[config.mk]
export PLATFORM = sky130hd
export DESIGN_NAME = box_layer_renderer
export DESIGN_NICKNAME = d
export VERILOG_FILES = /design/src/rtl/box_layer_renderer.sv
export SDC_FILE = /design/constraint.sdc
export NUM_CORES = 1
export LEC_CHECK = 0
export ABC_AREA = 1
export CAP_MARGIN = 40
export CORE_AREA = 2 2 347 280
export DETAILED_ROUTE_END_ITERATION = 12
export DIE_AREA = 0 0 349 282
export PLACE_DENSITY = 0.41
export RECOVER_POWER = 25
export REMOVE_ABC_BUFFERS = 1
export SLEW_MARGIN = 25
export SYNTH_ARGS = -nofsm -noshare
export SYNTH_HDL_FRONTEND = slang
export SYNTH_HIERARCHICAL = 1
export SYNTH_SLANG_ARGS = --single-unit
[constraint.sdc]
create_clock -name pixel_clk -period 3.7 [get_ports pixel_clk]
set_input_delay 0.74 -clock pixel_clk [delete_from_list [all_inputs] [get_ports pixel_clk]]
set_output_delay 0.74 -clock pixel_clk [all_outputs]
set_load 0.03 [all_outputs]
[src/rtl/box_layer_renderer.sv]
// Multi-box sprite renderer: shadow/active box registers committed at vblank start,
// per-pixel hit test against every box, lowest index wins, 2-cycle registered output.
module box_slot #(
  parameter int COORD_W = 10,
  parameter int COLOR_W = 12
) (
  input  logic               clk,
  input  logic               reset,
  input  logic               wr_en,
  input  logic               commit,
  input  logic [COORD_W-1:0] wr_x,
  input  logic [COORD_W-1:0] wr_y,
  input  logic [COORD_W-1:0] wr_w,
  input  logic [COORD_W-1:0] wr_h,
  input  logic [COLOR_W-1:0] wr_color,
  input  logic               wr_enable,
  input  logic [COORD_W-1:0] X_pix,
  input  logic [COORD_W-1:0] Y_pix,
  output logic               hit,
  output logic [COLOR_W-1:0] color
);
  localparam int BW = 4*COORD_W + COLOR_W + 1;

  logic [BW-1:0]      sh_q, sh_d, act_q;
  logic [COORD_W-1:0] ax, ay, aw, ah;
  logic               aen;
  logic [COORD_W:0]   x_end, y_end;

  assign sh_d = {wr_x, wr_y, wr_w, wr_h, wr_color, wr_enable};
  assign {ax, ay, aw, ah, color, aen} = act_q;

  always_ff @(posedge clk) begin
    if (reset) begin
      sh_q  <= '0;
      act_q <= '0;
    end else begin
      if (wr_en)  sh_q  <= sh_d;
      if (commit) act_q <= sh_q;
    end
  end

  // One extra bit on the far edge so boxes past the screen edge clip instead of wrapping.
  assign x_end = {1'b0, ax} + {1'b0, aw};
  assign y_end = {1'b0, ay} + {1'b0, ah};
  assign hit   = aen & (X_pix >= ax) & ({1'b0, X_pix} < x_end)
                     & (Y_pix >= ay) & ({1'b0, Y_pix} < y_end);
endmodule

module box_layer_renderer #(
  parameter int                 N_BOXES  = 4,
  parameter int                 COORD_W  = 10,
  parameter int                 COLOR_W  = 12,
  parameter logic [COLOR_W-1:0] BG_COLOR = '0,
  parameter int                 IDX_W    = (N_BOXES > 1) ? $clog2(N_BOXES) : 1
) (
  input  logic               pixel_clk,
  input  logic               reset,
  input  logic [COORD_W-1:0] X_pix,
  input  logic [COORD_W-1:0] Y_pix,
  input  logic               H_visible,
  input  logic               V_visible,
  input  logic               wr_valid,
  output logic               wr_ready,
  input  logic [IDX_W-1:0]   wr_idx,
  input  logic [COORD_W-1:0] wr_x,
  input  logic [COORD_W-1:0] wr_y,
  input  logic [COORD_W-1:0] wr_w,
  input  logic [COORD_W-1:0] wr_h,
  input  logic [COLOR_W-1:0] wr_color,
  input  logic               wr_enable,
  output logic [COLOR_W-1:0] pixel_color,
  output logic [N_BOXES-1:0] hit_mask,
  output logic               frame_commit
);
  logic                             vvis_q, commit_q, rdy_q, wr_fire;
  logic [N_BOXES-1:0]               hit_w, hit_q;
  logic [N_BOXES-1:0][COLOR_W-1:0]  box_color;
  logic [COLOR_W-1:0]               col_d, col_q, pix_d, pix_q;
  logic                             vis_q;

  assign wr_ready     = rdy_q & ~commit_q;
  assign wr_fire      = wr_valid & wr_ready;
  assign frame_commit = commit_q;
  assign pixel_color  = pix_q;

  for (genvar i = 0; i < N_BOXES; i++) begin : g_box
    box_slot #(.COORD_W(COORD_W), .COLOR_W(COLOR_W)) u_box (
      .clk      (pixel_clk),
      .reset    (reset),
      .wr_en    (wr_fire && (wr_idx == IDX_W'(i))),
      .commit   (commit_q),
      .wr_x     (wr_x),
      .wr_y     (wr_y),
      .wr_w     (wr_w),
      .wr_h     (wr_h),
      .wr_color (wr_color),
      .wr_enable(wr_enable),
      .X_pix    (X_pix),
      .Y_pix    (Y_pix),
      .hit      (hit_w[i]),
      .color    (box_color[i])
    );
  end

  // Winner colour is latched with the hits so a commit between stages cannot mix frames.
  always_comb begin
    col_d = BG_COLOR;
    for (int i = N_BOXES-1; i >= 0; i--)
      if (hit_w[i]) col_d = box_color[i];
  end

  always_comb begin
    pix_d = col_q;
    if (!vis_q) pix_d = '0;
  end

  always_ff @(posedge pixel_clk) begin
    if (reset) begin
      vvis_q   <= 1'b0;
      commit_q <= 1'b0;
      rdy_q    <= 1'b0;
      hit_q    <= '0;
      col_q    <= '0;
      vis_q    <= 1'b0;
      pix_q    <= '0;
      hit_mask <= '0;
    end else begin
      vvis_q   <= V_visible;
      commit_q <= vvis_q & ~V_visible;
      rdy_q    <= 1'b1;
      hit_q    <= hit_w;
      col_q    <= col_d;
      vis_q    <= H_visible & V_visible;
      pix_q    <= pix_d;
      hit_mask <= hit_q;
    end
  end
endmodule
==> flow_summary.json <==
{
  "status": "complete, but fails checks",
  "violations": "max-capacitance violations, max-slew violations",
  "drv_slew": 46,
  "yosys.cell_types.count": 31,
  "cp.buffers_inverters": 4,
  "viasPerCell": 4.42,
  "cp_cell_sequence": "ha_1 -> fa_1 -> inv_1 -> nor2_2 -> nor2_2 -> xor2_1 -> ha_1 -> nand2_1 -> inv_1 -> a21oi_1 -> nand2_1 -> nand2_1 -> nand2_1 -> nand2_1 -> nand2_1 -> nand2_1 -> nand2_1 -> nor2_1 -> inv_1 -> nand2_1 -> buf_4 -> nor2_1 -> nand2_1 -> nand2_1",
  "gp_congestion": 0.860,
  "path_class": "flip-flop to flip-flop",
  "via_count": 19800,
  "syn_area_um2": 23600,
  "yosys.area.top_type": "dfxtp_1",
  "detail_route.wl_per_cell_um": 17.1,
  "grt_max_degree": 146,
  "yosysWarningCount": 6,
  "io_pins": 98,
  "max_stage_delay_ps": 460,
  "critPathSlowestCell": "fa_1",
  "firstDrtPassIters": 5,
  "rows": 101,
  "hold_violations": 0,
  "hold_class": "flip-flop to flip-flop",
  "ant_nets": 0,
  "min_period_ps": 3380,
  "clockBufferDepth": 3,
  "drt_iter0_drc": 1176,
  "ys_seq_area_share_pct": 39.0,
  "worst_pin_slew_ps": 2380,
  "clk_pin_slew_ps": 60,
  "clock.fmax_ghz": 0.296,
  "die_area_um2": 98400,
  "yosysTopAreaCellShare_pct": 39.0,
  "cts_buffers": 54,
  "htree_levels": 2,
  "worstPathRequired_ps": 4210,
  "antenna_found_initial": 2,
  "synth_top_cells_by_area": "dfxtp_1, nand2_1, ha_1",
  "finalWirelength_um": 76700,
  "setup_viol": 0,
  "fp.dieH_um": 282,
  "place_ws_ps": 160,
  "cp_common_cell": "nand2_1",
  "remaining_drc_errors": 0,
  "synth_area_per_cell_um2": 7.42,
  "insertion_delay_ps": 610,
  "cts_tree": "built",
  "cp_max_fo": 12,
  "grt_pass1_wl_um": 119000,
  "grt-ovfl-total": 0,
  "arrival_ps": 3890,
  "grt_pass1_vias": 19500,
  "cap_violations": 1,
  "coreArea_um2": 94700,
  "path_delay_family": "simple AND/OR/NAND/NOR gates",
  "min_period_over_period_pct": 91.4,
  "slew_headroom_pct": -58.6,
  "peakVddDrop_mv": 0.294,
  "clock-sinks": 460,
  "rsz0062_at_grt": "no",
  "start_util_pct": 24.9,
  "holdBufCountCts": 0,
  "fin_nets": 3527,
  "crit_path_start_kind": "flip-flop",
  "cts_root_buffer": "clkbuf_16",
  "power_leakage_uw": 0.0108,
  "syn_inst": 3180,
  "dp_hpwl_um": 53600,
  "io_buffer_count": 97,
  "whs_ps": 404,
  "critPathCaptureType": "flip-flop",
  "gr-usage-all-layers_pct": 15.5,
  "die_w_um": 349,
  "layout-drive-gt1-share_pct": 7.78,
  "synthToLayoutAreaGrowth_pct": 17.3,
  "setup_tns_ps": 0,
  "layout_setup_ws_ps": 319,
  "p_per_area_nw_per_um2": 427,
  "fin_skew_ps": 17.3,
  "synth_seq_cells": 460
}
[worst reg2reg max path, stage by stage, from the launching register on]
cell,delay (ps)
dfxtp_1,330
ha_1,270
fa_1,460
inv_1,110
nor2_2,50
nor2_2,140
xor2_1,180
ha_1,270
nand2_1,100
inv_1,40
a21oi_1,150
nand2_1,80
nand2_1,50
nand2_1,40
nand2_1,50
nand2_1,40
nand2_1,160
nand2_1,90
nor2_1,90
inv_1,60
nand2_1,60
buf_4,250
nor2_1,80
nand2_1,70
nand2_1,40
[synth_stat cells (all sizes together)]
master  instances
a21oi         468
inv           218
xor2           41
ha            232
nand2        1057
o21ai          16
nand4          24
o21a            8
nor3           12
o21bai          8
nor4            8
dfxtp         460
a21o            8
fa              8
clkbuf         64
o211ai          8
a31oi           8
nand3          64
buf           129
xnor2          23
a211oi         72
nor2          244
[state kept, by name (all words and copies together), names as in the netlist]
register           count
rdy_q                  1
g_box.u_box/act_q    212
hit_mask               4
vis_q                  1
pixel_color           12
vvis_q                 1
col_q                 12
g_box.u_box/sh_q     212
frame_commit           1
hit_q                  4
[report_power, final]
part           switching, uW  internal, uW
clock                   2320          3420
combinational            639           352
sequential              49.6          5030
total                   3010          8800
[path summary, 6_finish.rpt]
kind / cells after the start / endpoint / slack (ps) / startpoint
worst max-delay path: 24 / col_q[3] / 320 / g_box[0].u_box/act_q[33]
worst min-delay path: 2 / hit_mask[2] / 400 / hit_q[2]
worst max register to register: 24 / col_q[3] / 320 / g_box[0].u_box/act_q[33]
worst min register to register: 2 / hit_mask[2] / 400 / hit_q[2]
[repair_timing]
action                                  4_1_cts  5_1_grt
endpoints found under the setup margin        0       13
resized for setup                             0        8
setup buffers                                 0        3
[cell families (layout without fill, tap and decap cells)]
family | after synthesis | count (layout) | synth area share (%)
simple gates | 1409 | 1409 | 23.7
compound gates | 596 | 596 | 14.2
xor+xnor | 64 | 64 | 2.38
fa+ha+maj | 240 | 240 | 13.0
flops | 460 | 460 | 39.0
buf+inv | 411 | 483 | 7.76
other cells | 0 | 1 | 0
[cells in the final DEF, fill, tap and decap left out, drive strengths merged, types with 64 or more instances in the layout]
| cell type | Yosys | routed |
|---|---|---|
| inv | 218 | 220 |
| buf | 129 | 64 |
| nor2 | 244 | 244 |
| dfxtp | 460 | 460 |
| clkbuf | 64 | 76 |
| ha | 232 | 232 |
| a211oi | 72 | 72 |
| a21oi | 468 | 468 |
| nand2 | 1057 | 1057 |
| nand3 | 64 | 64 |
| clkdlybuf4s50 | 0 | 96 |
[final cells by class]
class	count	area (um2)
clock buffer	72	1530
antenna	1	2.50
multi-input combinational	2309	12600
timing repair buffer	164	1590
tap	1236	1550
clock inverter	29	369
fill	10300	67000
inverter	218	826
sequential	460	9210
[per-stage QoR]
step / total power, uW / utilization (%) / instances / instance area (um2)
floorplan: 5680 / - / 2987 / 22600
global placement: 6190 / 27.0 / 4378 / 25600
detailed placement: 6190 / 27.1 / 4381 / 25700
CTS: 12000 / 29.1 / 4482 / 27600
global route: 12300 / 29.2 / 4488 / 27700
finish: 11800 / 29.2 / 4489 / 27700
[metal layers]
layer,GRT usage [%],vias up,wire length (um)
li1,-,10400,-
met1,23.0,9098,40300
met2,23.7,299,32200
met3,2.30,77,2950
met4,3.27,2,1250
met5,0,-,13
(Power assumes the default switching activity.)
